==> config.mk <==
export PLATFORM = sky130hd
export DESIGN_NAME = lever_ctrl_flat
export DESIGN_NICKNAME = d
export VERILOG_FILES = /design/src/rtl/tt_pkg.sv /design/src/rtl/lever_ctrl_if.sv /design/src/rtl/tt_edge_det.sv /design/src/rtl/lever_ctrl.sv /design/src/flat_wrapper.sv
export SDC_FILE = /design/constraint.sdc
export NUM_CORES = 1
export LEC_CHECK = 0
export ABC_AREA = 1
export CAP_MARGIN = 30
export CORE_MARGIN = 5
export CORE_UTILIZATION = 49
export CTS_CLUSTER_DIAMETER = 40
export DETAILED_ROUTE_END_ITERATION = 6
export PLACE_DENSITY = 0.77
export SYNTH_ARGS = -nofsm -noshare
export SYNTH_HDL_FRONTEND = slang
export SYNTH_SLANG_ARGS = --single-unit
==> constraint.sdc <==
create_clock -name clk -period 2.1 [get_ports clk]
set_input_delay 0.42 -clock clk [delete_from_list [all_inputs] [get_ports clk]]
set_output_delay 0.42 -clock clk [all_outputs]
set_load 0.1 [all_outputs]
==> src/rtl/tt_pkg.sv <==
// tt_pkg: shared lever controller types and constants.
package tt_pkg;
  typedef enum logic [2:0] {S_IDLE, S_TRIG, S_WAIT_REL, S_FLIGHT, S_HALT, S_DONE, S_ERROR} state_t;
  localparam logic COLOR_BLUE = 1'b0;
  localparam logic COLOR_RED = 1'b1;
  localparam int DROPS_W = 5;
  localparam logic [DROPS_W-1:0] DROPS_MAX = '1;
endpackage

==> src/rtl/lever_ctrl_if.sv <==
// lever_ctrl_if: player/board-stage signals of the lever controller.
interface lever_ctrl_if;
  import tt_pkg::*;
  logic start, exit_blue, exit_red, intercept, blue_ball, red_ball, no_balls;
  logic blue_trigger, red_trigger, in_flight, fault;
  logic [2:0] state_o;
  logic [DROPS_W-1:0] drops;
  modport master(
    output start, exit_blue, exit_red, intercept, blue_ball, red_ball, no_balls,
    input blue_trigger, red_trigger, in_flight, fault, state_o, drops
  );
  modport slave(
    input start, exit_blue, exit_red, intercept, blue_ball, red_ball, no_balls,
    output blue_trigger, red_trigger, in_flight, fault, state_o, drops
  );
endinterface

==> src/rtl/tt_edge_det.sv <==
// tt_edge_det: registered rising-edge detector, silent on the first cycle after reset.
module tt_edge_det (
  input  logic clk,
  input  logic rst_n,
  input  logic d,
  output logic rise
);
  logic prev, armed;
  always_ff @(posedge clk or negedge rst_n)
    if (!rst_n) begin
      prev <= 1'b0;
      armed <= 1'b0;
    end else begin
      prev <= d;
      armed <= 1'b1;
    end
  // armed masks inputs that were already high when reset released
  assign rise = armed && d && !prev;
endmodule

==> src/rtl/lever_ctrl.sv <==
// lever_ctrl: lever trigger sequencer for the ball board.
// Define LEVER_CTRL_WATCHDOG_EN to enable the in-flight timeout.
module lever_ctrl
  import tt_pkg::*;
#(
  parameter int TRIG_CYCLES = 4,
  parameter int TIMEOUT_CYCLES = 1024
) (
  input logic clk,
  input logic rst_n,
  lever_ctrl_if.slave bus
);
  state_t state, next;
  logic color, next_color;
  logic start_e, blue_e, red_e, int_e;
  logic ball, released, rel_win, restart, timeout, fault;
  logic [3:0] cnt;
  logic [DROPS_W-1:0] drops;

  tt_edge_det u_start (.clk(clk), .rst_n(rst_n), .d(bus.start), .rise(start_e));
  tt_edge_det u_blue (.clk(clk), .rst_n(rst_n), .d(bus.exit_blue), .rise(blue_e));
  tt_edge_det u_red (.clk(clk), .rst_n(rst_n), .d(bus.exit_red), .rise(red_e));
  tt_edge_det u_int (.clk(clk), .rst_n(rst_n), .d(bus.intercept), .rise(int_e));

  assign ball = bus.blue_ball || bus.red_ball;
  // WAIT_REL lasts one cycle, so this window is TRIG plus its first cycle
  assign rel_win = state == S_TRIG || state == S_WAIT_REL;
  assign restart = start_e && state inside {S_IDLE, S_HALT, S_DONE, S_ERROR};

`ifdef LEVER_CTRL_WATCHDOG_EN
  localparam int WD_W = $clog2(TIMEOUT_CYCLES + 1);
  logic [WD_W-1:0] wd;
  always_ff @(posedge clk or negedge rst_n)
    if (!rst_n) wd <= '0;
    else wd <= state == S_FLIGHT ? wd + WD_W'(1) : '0;
  assign timeout = state == S_FLIGHT && wd == WD_W'(TIMEOUT_CYCLES - 1);
`else
  assign timeout = 1'b0;
`endif

  always_ff @(posedge clk or negedge rst_n)
    if (!rst_n) begin
      state <= S_IDLE;
      color <= COLOR_BLUE;
    end else begin
      state <= next;
      color <= next_color;
    end

  always_comb begin
    next = state;
    next_color = color;
    case (state)
      S_TRIG: next = cnt == 4'(TRIG_CYCLES - 1) ? S_WAIT_REL : S_TRIG;
      S_WAIT_REL: next = released || ball ? S_FLIGHT : S_DONE;
      S_FLIGHT:
        if (int_e) next = S_HALT;
        else if (blue_e && red_e) next = S_ERROR;
        else if (blue_e || red_e) begin
          next = S_TRIG;
          next_color = red_e ? COLOR_RED : COLOR_BLUE;
        end else if (timeout) next = S_ERROR;
      default:
        if (restart) begin
          next = S_TRIG;
          next_color = COLOR_BLUE;
        end
    endcase
  end

  always_ff @(posedge clk or negedge rst_n)
    if (!rst_n) begin
      cnt <= '0;
      released <= 1'b0;
      drops <= '0;
      fault <= 1'b0;
    end else begin
      cnt <= state == S_TRIG ? cnt + 4'd1 : '0;
      released <= rel_win && (released || ball);
      drops <= restart ? '0
             : (rel_win && ball && !released && drops != DROPS_MAX) ? drops + DROPS_W'(1) : drops;
      fault <= restart ? 1'b0 : fault || next == S_ERROR;
    end

  assign bus.blue_trigger = state == S_TRIG && color == COLOR_BLUE;
  assign bus.red_trigger = state == S_TRIG && color == COLOR_RED;
  assign bus.in_flight = state == S_FLIGHT;
  assign bus.state_o = state;
  assign bus.fault = fault;
  assign bus.drops = drops;
endmodule

==> src/flat_wrapper.sv <==
// flat-port wrapper written by rule: the top's interface ports become plain ports
module lever_ctrl_flat import tt_pkg::*;
#(
  parameter int TRIG_CYCLES = 4,
  parameter int TIMEOUT_CYCLES = 1024
)
  (clk, rst_n, bus_start, bus_exit_blue, bus_exit_red, bus_intercept, bus_blue_ball, bus_red_ball, bus_no_balls, bus_blue_trigger, bus_red_trigger, bus_in_flight, bus_fault, bus_state_o, bus_drops);
  lever_ctrl_if bus_i ();
  input logic clk;
  input logic rst_n;
  input wire logic [$bits(bus_i.start)-1:0] bus_start;
  input wire logic [$bits(bus_i.exit_blue)-1:0] bus_exit_blue;
  input wire logic [$bits(bus_i.exit_red)-1:0] bus_exit_red;
  input wire logic [$bits(bus_i.intercept)-1:0] bus_intercept;
  input wire logic [$bits(bus_i.blue_ball)-1:0] bus_blue_ball;
  input wire logic [$bits(bus_i.red_ball)-1:0] bus_red_ball;
  input wire logic [$bits(bus_i.no_balls)-1:0] bus_no_balls;
  output wire logic [$bits(bus_i.blue_trigger)-1:0] bus_blue_trigger;
  output wire logic [$bits(bus_i.red_trigger)-1:0] bus_red_trigger;
  output wire logic [$bits(bus_i.in_flight)-1:0] bus_in_flight;
  output wire logic [$bits(bus_i.fault)-1:0] bus_fault;
  output wire logic [$bits(bus_i.state_o)-1:0] bus_state_o;
  output wire logic [$bits(bus_i.drops)-1:0] bus_drops;
  assign bus_i.start = bus_start;
  assign bus_i.exit_blue = bus_exit_blue;
  assign bus_i.exit_red = bus_exit_red;
  assign bus_i.intercept = bus_intercept;
  assign bus_i.blue_ball = bus_blue_ball;
  assign bus_i.red_ball = bus_red_ball;
  assign bus_i.no_balls = bus_no_balls;
  assign bus_blue_trigger = bus_i.blue_trigger;
  assign bus_red_trigger = bus_i.red_trigger;
  assign bus_in_flight = bus_i.in_flight;
  assign bus_fault = bus_i.fault;
  assign bus_state_o = bus_i.state_o;
  assign bus_drops = bus_i.drops;
  lever_ctrl #(.TRIG_CYCLES(TRIG_CYCLES), .TIMEOUT_CYCLES(TIMEOUT_CYCLES)) u_core (.clk(clk), .rst_n(rst_n), .bus(bus_i));
endmodule
* After elaboration in Yosys (flattened, before gate mapping)
Cells that the tools add are included.
** Storage, ports and cells
- RAM bits :: 0
- Bits in read-only memories :: 0
- Latch bits :: 0
- Bits of input ports :: 9
- Output and inout bits :: 12
- Register bits after elaboration :: 20
- Word-level logic and storage cells :: 76
- Memories kept :: 0
** Operators by class
- Equality and inequality tests :: 12
- Shift-type cells :: 0
- Multiply operators :: 0
- Reductions and logical operators :: 32
- Mux-type cells :: 17
- $lt $le $gt $ge :: 0
- Div/mod/pow operators :: 0
- Add/subtract/negate cells :: 2
- Bitwise logic cells :: 2
** Operators by type and width (count)
- 1-bit logical AND :: 16
- 3-bit two-way mux :: 5
- 3-bit == test (second input constant) :: 4
- 5-bit two-way mux :: 2
- 3-bit case mux with 3 select lines :: 1
- 3-bit by 2-bit == test with 1-bit output (second input constant) :: 2
- 1-bit two-way mux :: 6
- 5-bit by 1-bit adder with 5-bit output (second input constant) :: 1
- 1-bit logical NOT :: 5
- 1-bit logical OR :: 5
- 5-bit inequality test (second input constant) :: 1
- 5-bit AND reduction :: 1
- 4-bit by 1-bit adder with 4-bit output (second input constant) :: 1
- 4-bit by 2-bit == test with 1-bit output (second input constant) :: 1
- 4-bit two-way mux :: 1
- 2-bit inequality test (second input constant) :: 2
- 2-bit nonzero test :: 2
- 4-bit nonzero test :: 1
- 3-bit by 1-bit == test with 1-bit output (second input constant) :: 1
- 3-bit logical NOT :: 1
- 2-bit two-way mux :: 1
- 2-bit by 1-bit inequality test with 1-bit output (second input constant) :: 1
- 1-bit NOT :: 2
- 1-bit case mux with 2 select lines :: 1
- 2-bit OR reduction :: 1

* Longest topological paths before layout
Gate-level depths: netlist of the first run.
- Depth in word-level cells :: 10
- Mapped depth :: 10
- Gate-level depth less buffers :: 10

* Modules after synthesis
Synthesis of the first run repeated with hierarchy kept, for this count alone.
** Second synthesis, totals
- Cells, all modules :: 124
- Area total of the unflattened synthesis :: 1097.3 um^2
** By module, submodules not included
- lever_ctrl :: area an instance 842.1 um^2, sequential area each 375.4 um^2, times used 1, cells each 104
- tt_edge_det :: area an instance 63.8 um^2, sequential area each 50.0 um^2, times used 4, cells each 5

* Least setup slack after synthesis of the first run
OpenSTA, ideal clock, no wires.
- Path kind :: register to output
- Start point :: register u_core.state[2] (netlist: u_core.bus.state_o[2])
- End point :: output bus_blue_trigger
- Path buffers :: 0
- Stages on the path, launching flop included :: 4
- Data arrival time :: 2.543 ns
- Setup slack :: -0.863 ns
- Data required time :: 1.680 ns
- Path through :: dfrtp_1 > inv_1 > nand3_4 > nor2_1
** On the way
- Cells in the longest elaborated chain, start to end :: 2
** Ends and longest elaborated chain
- from (decl) :: RTL line lever_ctrl.sv:13 : state_t state, next;
- from (signal assigned) :: RTL line lever_ctrl.sv:46 : state <= next;
- 3-bit by 1-bit == test with 1-bit output :: RTL line lever_ctrl.sv:85 : assign bus.blue_trigger = state == S_TRIG && color == COLOR_BLUE;
- 1-bit logical AND :: RTL line lever_ctrl.sv:85
- to (decl) :: RTL line flat_wrapper.sv:18 : output wire logic [$bits(bus_i.blue_trigger)-1:0] bus_blue_trigger;
Every way passes these cells.

* Final worst setup path of the first run
- Start point :: register u_core.state[2] (netlist: u_core.bus.state_o[2])
- End point :: output bus_red_trigger
** On the way
- Cells in the longest elaborated chain, start to end :: 2
** Ends and longest elaborated chain
- 3-bit by 1-bit == test with 1-bit output :: RTL line lever_ctrl.sv:86 : assign bus.red_trigger = state == S_TRIG && color == COLOR_RED;
- 1-bit logical AND :: RTL line lever_ctrl.sv:86
- to (decl) :: RTL line flat_wrapper.sv:19 : output wire logic [$bits(bus_i.red_trigger)-1:0] bus_red_trigger;
Every way passes these cells.

==> summary.md, run 1 <==
| Metric | Value |
|---|---|
| Outcome | finished, final reports clean |
| Initial DRC count | 21 |
| Remaining DRCs | 0 |
| Total CTS buffers | 3 |
| Seq pwr share | 28.8% |
| Nets@finish | 160 |
| IO Count | 21 |
| Register area share after synthesis | 48.48% |
| Synth warnings | 0 |
| Area grow syn2layout | 27.76% |
| PwrDens | 1622 nW/um^2 |
| Clk pwr share | 8.7% |
| Slowest stage cell, crit path | dfrtp_2 |
| DP Wirelength | 1526 um |
| CTS Root Cell | clkbuf_4 |
| Synth top area cells | dfrtp_1 (48%), nand2_1 (8.7%), inv_1 (6.5%) |
| Pre-antenna DRT Iters | 4 |
| Clock buffer depth | 2 |
| Final Wtd Congestion | 0.7855 |
| Die X | 55.90 um |
| Placement Cell Area | 1292 um^2 |
| Yosys top cell by area | dfrtp_1 |
| Hold Slack | 0.4430 ns |
| Height of the die | 55.90 um |
| Vias | 834 |
| H-tree Lvls | 1 |
| Max Fanout on Critical Path | 9 |
| Main synth FF type | dfrtp_1 |
| Total grt overflow | 0 |
| Crit path required time | 1.68 ns |
| Synth async-reset ratio | 100.0% |
| Core area | 1982 um^2 |
| Final Max Tran Viols | 0 |
| Avg WL per Cell | 11.17 um |
| Int Pwr | 916.3 uW |
| Layout cells sized above 1 | 25.85% |
| Worst path top cell family by delay | flip-flops |
| Final setup fails | 0 |
| CTS tree | built |
| CTS sink cnt | 20 |
| Crit path cell chain | inv_1 > nand3_4 > nor2_4 > buf_12 |
| Critical path class | register to output pin |
| NetSw | 1.222 mW |
| Crit end category | output pin |
| Top-area cell type share of the netlist area | 48.48% |
| All-Layer GR Usage | 13.41% |
| Clock slew at reported path FFs | 0.10 ns |
| Crit path largest cell delay | 0.46 ns |
| Cts hold-fix bufs | 0 |
| Yosys cell types | 21 |
| Worst setup SP type | register |
| Combinational share of power | 62.5% |
| Buffers & Inverters on Critical Path | 2 |
| Vias per cell | 4.793 |
| Sum Neg Setup Slack | 0 ns |
| Clock Latency Late Sink | 0.30 ns |
| Share of the clock period used by the worst path | 90.02% |
| WL final | 1943 um |
| Die area | 3124 um^2 |
| Cells after synthesis | 123 |
| Worst EP arrival | 1.47 ns |
| First-pass GRT wire length | 3346 um |
| DRT antenna net count | 0 |
| Initial antenna violation count | 0 |
| Post-CTS sizing | 0 |
| Reg with most FFs | u_core.bus.drops |
| Row cnt | 16 |
| Minimum clock period after layout | 1.890 ns |
| Post-CTS Setup Repair Bufs | 0 |
| Clk_skew | 0.002893 ns |
| Vias in the first global route | 785 |
| Fmax | 529.0 MHz |
| Final Worst Setup Slack | 0.2096 ns |
| Finished Layout Cells | 174 |
| Pre-CTS setup slack | 0.2860 ns |
| # fillers | 164 |
| RSZ-0062 raised after global routing | no |
| Leak | 0.6516 nW |
| Sw Ratio | 57.16% |
| Syn_nets | 135 |
| Most frequent cells in the layout | nand2_1 (24), inv_1 (18), dfrtp_1 (15), nor2_1 (14), nand3_1 (12) |
| #FFs+latches synth | 20 |
| DP Cell Count | 170 |
| Max-cap viol count | 0 |
| Max FFs per register | 5 |
| Final hold violation count | 0 |
| Mapped Area | 1032 um^2 |
| EDFF count, synth | 0 |
| Worst Hold Class | input port to asynchronous set/reset pin |
| Antenna diodes | 0 |
| Avg Synthesized Cell Area | 8.392 um^2 |
| I/O Buffers | 19 |
| Initial core utilization | 52.08% |
| Most common cell after layout, fill and taps aside | nand2_1 |
| Largest net degree at the start of global routing | 21 |
| Worst VDD drop | 1200 uV |
| Fin area | 1319 um^2 |
final cells by class:
type                       instances  area, um^2  area share (%)
sequential                        20       506.7           38.43
tap                               27       33.78           2.562
timing repair buffer              20       205.2           15.56
clock buffer                       4       26.28           1.992
inverter                          20       75.07           5.693
multi-input combinational         83       471.7           35.77
Yosys cell counts (2+ instances only):
master,n
nand2_1,24
dfrtp_1,20
inv_1,18
nor2_1,16
nand3_1,12
a21oi_1,4
nor3_1,4
ha_1,3
nand2_2,3
nand3_2,3
xor2_1,3
inv_2,2
nor2_4,2
o21ai_0,2
power groups by stage:
stage	clock [mW]	sequential [mW]	combinational (mW)
after global routing	0.210	0.634	1.42
after floorplan	0	1.12	0.520
after detailed placement	0	0.625	1.34
after global placement	0	0.617	1.32
final	0.186	0.615	1.34
after CTS	0.197	0.616	1.35
per-stage QoR:
stage / power (mW) / util [%]
2_1_floorplan: 1.644 / -
3_3_place_gp: 1.933 / 65.21
3_5_place_dp: 1.969 / 65.21
4_1_cts: 2.161 / 66.54
5_1_grt: 2.265 / 66.54
6_report: 2.139 / 66.54
per-layer routing:
| metal | vias up | GRT usage, % | wire length, um |
|---|---|---|---|
| li1 | 431 | - | - |
| met1 | 381 | 16.76 | 902 |
| met2 | 17 | 21.28 | 899 |
| met3 | 5 | 3.944 | 102 |
| met4 | 0 | 6.102 | 40 |
| met5 | - | 0 | 0 |
worst paths after layout:
check / cells past startpoint / endpoint / slack, ns / startpoint
setup reg to reg: 10 / u_core.bus.drops[2] / 0.32 / u_core.bus.drops[0]
min in group clk: 1 / u_core.cnt[0] / 0.47 / u_core.cnt[0]
hold reg to reg: 1 / u_core.cnt[0] / 0.47 / u_core.cnt[0]
hold / removal: 2 / u_core.color / 0.44 / rst_n
setup / recovery: 4 / bus_red_trigger / 0.21 / u_core.bus.state_o[2]
max in group asynchronous: 2 / u_core.bus.state_o[2] / 1.44 / rst_n
kinds of logic after synthesis:
logic type	Yosys count	share of synthesized area [%]
buffers and inverters	20	7.273
DFF	20	48.48
and+or+nand+nor	67	32.61
xor gates and xnor gates	3	2.546
other	1	0.3633
AOI/OAI and AO/OA	9	5.091
adders and majority gates	3	3.637
No activity file was read; power rests on OpenSTA's default activity.
==> run 2: changes to the inputs <==
--- a/config.mk
+++ b/config.mk
@@ -10,7 +10,9 @@
 export CORE_MARGIN = 5
 export CORE_UTILIZATION = 49
 export CTS_CLUSTER_DIAMETER = 40
+export CTS_CLUSTER_SIZE = 10
 export DETAILED_ROUTE_END_ITERATION = 6
+export GPL_ROUTABILITY_DRIVEN = 0
 export PLACE_DENSITY = 0.77
 export SYNTH_ARGS = -nofsm -noshare
 export SYNTH_HDL_FRONTEND = slang
==> results of run 2 <==
The final DEF is identical to that of run 1; final timing and power are the same.
==> run 3: changes to the inputs <==
--- a/config.mk
+++ b/config.mk
@@ -7,13 +7,12 @@
 export LEC_CHECK = 0
 export ABC_AREA = 1
 export CAP_MARGIN = 30
-export CORE_MARGIN = 5
 export CORE_UTILIZATION = 49
 export CTS_CLUSTER_DIAMETER = 40
 export CTS_CLUSTER_SIZE = 10
 export DETAILED_ROUTE_END_ITERATION = 6
 export GPL_ROUTABILITY_DRIVEN = 0
-export PLACE_DENSITY = 0.77
+export PLACE_DENSITY = 0.8
 export SYNTH_ARGS = -nofsm -noshare
 export SYNTH_HDL_FRONTEND = slang
 export SYNTH_SLANG_ARGS = --single-unit
==> summary.md, run 3 (synthesis results as in run 1) <==
| Metric | Value |
|---|---|
| I/O Buffers | 19 (unchanged) |
| Max Fanout on Critical Path | 9 (unchanged) |
| Core area | 1962 um^2 (-1.0%) |
| WL final | 2029 um (+4.4%) |
| H-tree Lvls | 1 (unchanged) |
| Clk_skew | 0.006821 ns (+0.003928 ns) |
| Worst VDD drop | 1503 uV (+25%) |
| Vias | 865 (+3.7%) |
| Most frequent cells in the layout | nand2_1 (24), inv_1 (18), dfrtp_1 (15), nor2_1 (14), nand3_1 (12) |
| Antenna diodes | 0 (unchanged) |
| RSZ-0062 raised after global routing | no |
| Vias per cell | 4.971 (+3.7%) |
| Die X | 47.90 um (-14%) |
| Sum Neg Setup Slack | 0 ns (unchanged) |
| Share of the clock period used by the worst path | 90.56% (+0.54 points) |
| Height of the die | 47.90 um (-14%) |
| Initial DRC count | 21 (unchanged) |
| Initial core utilization | 52.61% (+0.53 points) |
| Clock buffer depth | 2 (unchanged) |
| CTS sink cnt | 20 (unchanged) |
| Total CTS buffers | 3 (unchanged) |
| Fin area | 1329 um^2 (+0.76%) |
| First-pass GRT wire length | 3125 um (-6.6%) |
| Final hold violation count | 0 (unchanged) |
| Critical path class | register to output pin |
| Leak | 0.6576 nW (+0.92%) |
| Row cnt | 16 (unchanged) |
| Most common cell after layout, fill and taps aside | nand2_1 |
| Total grt overflow | 0 (unchanged) |
| Crit end category | output pin |
| Minimum clock period after layout | 1.902 ns (+0.01139 ns) |
| Worst EP arrival | 1.48 ns (about the same) |
| # fillers | 169 (+3.0%) |
| Clock slew at reported path FFs | 0.12 ns (+0.02 ns) |
| Max FFs per register | 5 (unchanged) |
| Post-CTS sizing | 0 (unchanged) |
| CTS tree | built |
| Outcome | finished, final reports clean |
| Nets@finish | 160 (unchanged) |
| Final setup fails | 0 (unchanged) |
| Reg with most FFs | u_core.bus.drops |
| Avg WL per Cell | 11.66 um (+4.4%) |
| DP Wirelength | 1511 um (-1.0%) |
| Worst Hold Class | input port to asynchronous set/reset pin |
| All-Layer GR Usage | 19.47% (+6.1 points) |
| Largest net degree at the start of global routing | 21 (unchanged) |
| Crit path required time | 1.68 ns (about the same) |
| Area grow syn2layout | 28.73% |
| Vias in the first global route | 775 (-1.3%) |
| Max-cap viol count | 0 (unchanged) |
| CTS Root Cell | clkbuf_4 |
| Final core utilization | 67.73% (+1.2 points) |
| Cts hold-fix bufs | 0 (unchanged) |
| IO Count | 21 (unchanged) |
| Worst setup SP type | register |
| Remaining DRCs | 0 (unchanged) |
| DRT antenna net count | 0 (unchanged) |
| Fmax | 525.8 MHz (-0.60%) |
| Pre-antenna DRT Iters | 6 (+2) |
| Layout cells sized above 1 | 26.53% (+0.68 points) |
| Die area | 2294 um^2 (-27%) |
| Clock Latency Late Sink | 0.31 ns (about the same) |
| Final Max Tran Viols | 0 (unchanged) |
| Placement Cell Area | 1292 um^2 (unchanged) |
| Initial antenna violation count | 0 (unchanged) |
| PwrDens | 1644 nW/um^2 (+1.4%) |
| Post-CTS Setup Repair Bufs | 0 (unchanged) |
==> run 3: final cells by class <==
| type | count | area, um^2 | share of cell area (%) |
|---|---|---|---|
| clock buffers | 4 | 36.28 | 2.731 |
| repair buffers | 20 | 205.2 | 15.44 |
| flip-flops and latches | 20 | 506.7 | 38.14 |
| inverters | 20 | 75.07 | 5.650 |
| multi-input cells | 83 | 471.7 | 35.50 |
| well taps | 27 | 33.78 | 2.542 |
==> run 3: layer usage <==
| layer | GRT usage (%) | routed length (um) | vias to the layer above |
|---|---|---|---|
| met1 | 22.41 | 868 | 393 |
| met2 | 33.51 | 978 | 30 |
| met4 | 10.56 | 73 | 0 |
| li1 | - | - | 431 |
| met5 | 0 | 0 | - |
| met3 | 4.151 | 108 | 11 |
==> run 3: where the power goes <==
| part | switching [mW] | internal (mW) |
|---|---|---|
| Clock | 0.122 | 0.106 |
| Combinational | 1.00 | 0.336 |
| Sequential | 0.111 | 0.507 |
==> run 3: path summary, 6_finish.rpt <==
path / cells after the start / slack (ns) / start / endpoint
worst max-delay path: 4 / 0.20 / u_core.bus.state_o[2] / bus_red_trigger
worst min-delay path: 2 / 0.44 / rst_n / u_core.released
worst max register to register: 10 / 0.28 / u_core.bus.drops[0] / u_core.bus.drops[2]
worst min register to register: 1 / 0.47 / u_core.cnt[0] / u_core.cnt[0]
max in group asynchronous: 2 / 1.43 / rst_n / u_core.bus.state_o[0]
min in group clk: 1 / 0.47 / u_core.cnt[0] / u_core.cnt[0]
==> run 3: worst max-delay path, cell delays in order, from the launching register on <==
cell and delay, ns:
dfrtp_2 0.47, inv_1 0.18, nand3_4 0.18, nor2_4 0.16, buf_12 0.18
==> run 3: through the flow <==
| step | power (mW) | std cells | setup WS, ns | hold slack [ns] |
|---|---|---|---|---|
| floorplan | 1.644 | 123 | 0.06028 | 0.1244 |
| global placement | 1.927 | 170 | 0.3221 | 0.4550 |
| detailed placement | 1.967 | 170 | 0.2813 | 0.4564 |
| CTS | 2.196 | 174 | 0.1942 | 0.4516 |
| global route | 2.299 | 174 | 0.1387 | 0.4745 |
| finish | 2.184 | 174 | 0.1982 | 0.4423 |
